$ cat config.mk
export PLATFORM = sky130hd
export DESIGN_NAME = binary_to_bcd
export DESIGN_NICKNAME = d
export VERILOG_FILES = /design/src/rtl/binary_to_bcd_pkg.sv /design/src/rtl/bcd_add3.sv /design/src/rtl/binary_to_bcd.sv
export SDC_FILE = /design/constraint.sdc
export NUM_CORES = 1
export LEC_CHECK = 0
export BUFFER_PORTS_ARGS = -buffer_cell sky130_fd_sc_hd__buf_2
export CAP_MARGIN = 20
export CELL_PAD_IN_SITES_DETAIL_PLACEMENT = 2
export CELL_PAD_IN_SITES_GLOBAL_PLACEMENT = 2
export CORE_UTILIZATION = 37
export DETAILED_ROUTE_END_ITERATION = 8
export GPL_TIMING_DRIVEN = 0
export PLACE_DENSITY = 0.76
export SLEW_MARGIN = 10
export SYNTH_ARGS = -nofsm -noshare
export SYNTH_HDL_FRONTEND = slang
export SYNTH_SLANG_ARGS = --single-unit
$ cat constraint.sdc
create_clock -name clk -period 1.5 [get_ports clk]
set_input_delay 0.45 -clock clk [delete_from_list [all_inputs] [get_ports clk]]
set_output_delay 0.45 -clock clk [all_outputs]
set_load 0.1 [all_outputs]
$ cat src/rtl/binary_to_bcd_pkg.sv
// Shared definitions for the binary-to-BCD converter: FSM encoding and
// nibble constants used by the double-dabble datapath.
package binary_to_bcd_pkg;

    typedef enum logic {
        ST_IDLE  = 1'b0,
        ST_SHIFT = 1'b1
    } state_t;

    localparam logic [3:0] NIBBLE_NINE = 4'h9;
    localparam logic [3:0] ADD3_THRESH = 4'd5;

    function automatic int pow10(input int n);
        int r;
        r = 1;
        for (int i = 0; i < n; i++) begin
            r = r * 10;
        end
        return r;
    endfunction

endpackage

$ cat src/rtl/bcd_add3.sv
// Per-nibble conditional add-3 of the shift-and-add-3 algorithm.
// The sum wraps within 4 bits; no carry leaves the nibble.
module bcd_add3
    import binary_to_bcd_pkg::*;
(
    input  logic [3:0] nibble,
    output logic [3:0] adjusted
);

    always_comb begin
        adjusted = nibble;
        if (nibble >= ADD3_THRESH) begin
            adjusted = nibble + 4'd3;
        end
    end

endmodule

$ cat src/rtl/binary_to_bcd.sv
// Sequential binary-to-BCD converter: one shift per clock, fixed IN_W-cycle
// latency, saturating to all nines when the input does not fit in DIGITS.
module binary_to_bcd
    import binary_to_bcd_pkg::*;
#(
    parameter int IN_W   = 14,
    parameter int DIGITS = 4
) (
    input  logic                  clk,
    input  logic                  rst_n,
    input  logic                  start,
    input  logic [IN_W-1:0]       bin_in,
    output logic                  busy,
    output logic                  done,
    output logic [4*DIGITS-1:0]   bcd_out,
    output logic                  overflow
);

    localparam int BCD_W = 4 * DIGITS;
    localparam int CNT_W = $clog2(IN_W + 1);
    localparam logic [IN_W-1:0] BCD_MAX = IN_W'(pow10(DIGITS) - 1);

    state_t                  state_q;
    state_t                  state_d;
    logic [CNT_W-1:0]        cnt_q;
    logic [IN_W-1:0]         shift_q;
    logic [BCD_W-1:0]        scratch_q;
    logic                    ovf_q;
    logic [BCD_W-1:0]        adjusted;
    logic [BCD_W+IN_W-1:0]   joined;
    logic                    load;
    logic                    step;
    logic                    finish;

    function automatic logic [BCD_W-1:0] saturate(input logic ovf,
                                                  input logic [BCD_W-1:0] val);
        return ovf ? {DIGITS{NIBBLE_NINE}} : val;
    endfunction

    for (genvar d = 0; d < DIGITS; d++) begin : g_add3
        bcd_add3 u_add3 (
            .nibble   (scratch_q[4*d +: 4]),
            .adjusted (adjusted[4*d +: 4])
        );
    end

    // Adjusted scratch and remaining input bits shift together as one word.
    assign joined = {adjusted, shift_q} << 1;

    always_ff @(posedge clk or negedge rst_n) begin
        if (!rst_n) begin
            state_q <= ST_IDLE;
        end else begin
            state_q <= state_d;
        end
    end

    always_comb begin
        state_d = state_q;
        load    = 1'b0;
        step    = 1'b0;
        finish  = 1'b0;
        case (state_q)
            ST_IDLE: begin
                if (start) begin
                    load    = 1'b1;
                    state_d = ST_SHIFT;
                end
            end
            ST_SHIFT: begin
                step = 1'b1;
                if (cnt_q == CNT_W'(1)) begin
                    finish  = 1'b1;
                    state_d = ST_IDLE;
                end
            end
            default: state_d = ST_IDLE;
        endcase
    end

    always_ff @(posedge clk or negedge rst_n) begin
        if (!rst_n) begin
            cnt_q     <= '0;
            shift_q   <= '0;
            scratch_q <= '0;
            ovf_q     <= 1'b0;
            busy      <= 1'b0;
            done      <= 1'b0;
            bcd_out   <= '0;
            overflow  <= 1'b0;
        end else begin
            done <= finish;
            busy <= (busy | load) & ~finish;
            if (load) begin
                shift_q   <= bin_in;
                scratch_q <= '0;
                cnt_q     <= CNT_W'(IN_W);
                ovf_q     <= (bin_in > BCD_MAX);
            end else if (step) begin
                scratch_q <= joined[BCD_W+IN_W-1:IN_W];
                shift_q   <= joined[IN_W-1:0];
                cnt_q     <= cnt_q - CNT_W'(1);
            end
            if (finish) begin
                bcd_out  <= saturate(ovf_q, joined[BCD_W+IN_W-1:IN_W]);
                overflow <= ovf_q;
            end
        end
    end

endmodule

==> flow_summary.yaml <==
placement:
  gp_routability_congestion: 0.693
  preCtsSetupSlack_ps: -81.4
  placement.io_buffers: 35
  detailedPlacementHpwl_mm: 4.97
  detailed_place.area_sq_um: 3000
yosys:
  synth-warning-count: 0
  synthesis.nets: 277
  async_reset_ff_frac: 1.00
  total_of_flip_flops_plus_latches_after_synthesis: 55
  syn-mean-instance-area_sq_um: 10.8
  netlist-cell-type-count: 32
  ys_dominant_reg_cell: "dfrtp_1"
  ys_seq_area_frac: 0.509
  synthesis.area_sq_um: 2700
  netlist_instances: 250
  number_of_enable_type_register_cells_in_the_synthesized_netlist: 0
finish:
  layout.nets: 331
  syn_to_final_growth_pct: 26.3
  antennaDiodeCount: 0
  n_fill_cell: 725
  design_area_sq_um: 3410
  fraction_of_layout_instances_using_a_drive_strength_above_1: 0.361
  register_area_sq_um: 1380
  multi_input_gate_area_sq_um: 1360
status:
  status: "finished, final reports clean"
critical_path:
  worstPathCellList: "buf_4, o21ai_0, nor3b_1, a21oi_2, mux2i_1"
  critical_path.startpoint: "scratch_q[4]"
  worst-setup-path-type: "register to register"
  worstPathRequired_ps: 1690
  worst-r2r-cell-count: 5
  critical_register_to_register_path_startpoint: "scratch_q[4]"
  critical_path.top_delay_family: "compound AO/OA/AOI/OAI gates"
  worst-path-max-fanout: 3
  critPathArrivalTime_ps: 1680
  crit_cells: 5
  timing.critical_path.slowest_stage_cell: "dfrtp_2"
  worst_setup_path_endpoint: "scratch_q[8]"
  worst-path-buf-inv: 1
  endpoint_kind: "register"
  r2r-end: "scratch_q[8]"
  slowest_delay_ps: 460
  crit_path_start_kind: "register"
  r2r_slack_ps: 10
timing:
  report.final.slew_viol_count: 0
  finalHoldViolations: 0
  slew_headroom: 0.502
  worst_pin_slew_ps: 746
  setup_violations_final: 0
  finalClockSkew_ps: 4.27
  grt_setup_unrepaired: "true"
  finalCriticalPeriod_ps: 1490
  final.period_utilization: 0.991
  max_clock_freq_mhz: 673
  smallest_setup_slack_after_layout_ps: 13.3
grt:
  number_of_antenna_violations_at_the_first_check_in_global_routing: 0
  grt_max_degree: 56
  grt_util_all_layers: 0.209
  global_route_wire_length_before_repair_mm: 11.9
  residual_overflow_from_global_routing: 0
  first_global_vias: 2251
die:
  dieHeight_microns: 87.5
  placeableCoreArea_sq_um: 6940
  floorplan.rows: 30
  pin_count: 36
  die_area_sq_um: 7650
  die_x_microns: 87.5
  initial_utilization: 0.389
clock_tree:
  clock_path_buffers: 2
  numCtsBuffers: 5
  cts_tree: "yes"
  clkSinkCount: 55
  root_buffer: "clkbuf_8"
  clock_latency_on_the_worst_skew_pair_ps: 310
  path_clk_slew_ps: 100
  htree_levels: 2
  cts_hold_buffers: 0
routing:
  wl_met1_mm: 3.47
  detailedRoute.firstPassIterationCount: 3
  top_layer_used: "met4"
  wl_met2_mm: 3.86
  vias_per_cell: 5.13
  routedWlPerCell_microns: 18.8
  met3_length_microns: 159
  initialDrtViolationCount: 50
  route.vias.total: 2059
  detail_route.drc_violations: 0
  ant_nets: 0
  routed_wl_mm: 7.55
hold_path:
  holdCritPathClass: "primary input to asynchronous set/reset pin"
job:
  cap_violations: 0
[state kept, by name (all words and copies together) (netlist names)]
register and count:
state_q 1, shift_q 14, cnt_q 4, ovf_q 1
busy 1, scratch_q 16, done 1, overflow 1
bcd_out 16
[metal layers]
| layer | up-vias | global-route usage |
|---|---|---|
| li1 | 973 | - |
| met1 | 1056 | 0.267 |
| met2 | 25 | 0.371 |
| met3 | 5 | 0.0256 |
| met4 | 0 | 0.0551 |
| met5 | - | 0 |
[worst register-to-register path, stage by stage (launching register included)]
cell and delay (ps):
dfrtp_2 460, buf_4 160, o21ai_0 350, nor3b_1 130, a21oi_2 180, mux2i_1 100
[cells in the final DEF (no fill, tap or decap), types with 3 or more instances in the layout]
cell / netlist / routed
o21ai_0: 17 / 17
xnor2_1: 6 / 5
nor2_1: 15 / 15
nand2b_1: 9 / 5
clkbuf_8: 0 / 7
a21oi_2: 6 / 5
a31oi_1: 3 / 3
buf_4: 2 / 34
buf_2: 8 / 23
inv_1: 11 / 3
dfrtp_2: 0 / 3
dfrtp_1: 55 / 52
a21oi_1: 13 / 11
a21oi_4: 0 / 3
mux2i_1: 22 / 20
nor3b_1: 6 / 5
a32o_1: 4 / 4
nand2b_4: 0 / 4
ha_4: 0 / 6
buf_6: 3 / 3
a22o_1: 6 / 6
a21o_1: 10 / 10
nand2_1: 24 / 24
inv_2: 0 / 8
nor3_1: 6 / 6
[final cells by class]
class	instances	area share
plain buffers	13	0.0260
clock buffers	8	0.0293
inverters	12	0.0139
multi-input cells	170	0.399
flip-flops and latches	55	0.404
well taps	96	0.0352
repair buffers	47	0.0923
[how the worst min path moves through the flow]
stage                          start           end  slack, ps  cells past startpoint
final                          rst_n  scratch_q[1]        180                      1
after global routing           rst_n  scratch_q[0]        240                      1
after CTS                      rst_n  scratch_q[1]        230                      1
after detailed placement  bcd_out[0]    bcd_out[0]        460                      2
after global placement      overflow      overflow        460                      2
after floorplan                rst_n    bcd_out[0]        150                      0
[cells in the mapped netlist, types with 2 or more instances]
cell,count,area (sq um)
a31oi_1,3,18.8
nor2_1,15,56.3
buf_4,2,15.0
buf_6,3,33.8
ha_1,10,125
nor3b_1,6,45.0
nor3_1,6,30.0
inv_1,11,41.3
a21oi_1,13,65.1
a21oi_2,6,52.6
dfrtp_1,55,1380
a22o_2,2,20.0
nand2_1,24,90.1
o21ai_0,17,85.1
mux2i_1,22,220
a21o_1,10,75.1
xnor2_1,6,52.6
a32o_1,4,40.0
nand2b_1,9,56.3
buf_2,8,40.0
o31ai_1,2,15.0
a22o_1,6,52.6
[metrics by stage]
| step | TNS, ps | std cells | util | hold WS (ps) |
|---|---|---|---|---|
| global placement | -8350 | 381 | 0.432 | 458 |
| CTS | 0 | 393 | 0.468 | 225 |
| global route | -162 | 401 | 0.492 | 237 |
| finish | 0 | 401 | 0.492 | 179 |
| detailed placement | -491 | 381 | 0.432 | 462 |
| floorplan | 0 | 250 | - | 154 |
[timing repair]
action                                  CTS  global route
resized for setup                        34            24
endpoints found under the setup margin   36            16
hold endpoints to repair                  0             0
pin swaps                                 6            11
cloned                                    0             0
setup buffers                             4             8
[logic make-up after synthesis]
| family | synth area share |
|---|---|
| adder cells (fa/ha/maj) | 0.0463 |
| XOR/XNOR | 0.0194 |
| flip-flops | 0.509 |
| buffers and inverters | 0.0504 |
| multiplexers | 0.0856 |
| AO/OA/AOI/OAI | 0.166 |
| AND/OR/NAND/NOR | 0.123 |
Power is not shown: default switching activity piles up to over one toggle a cycle in this logic, so the estimate is an artifact.
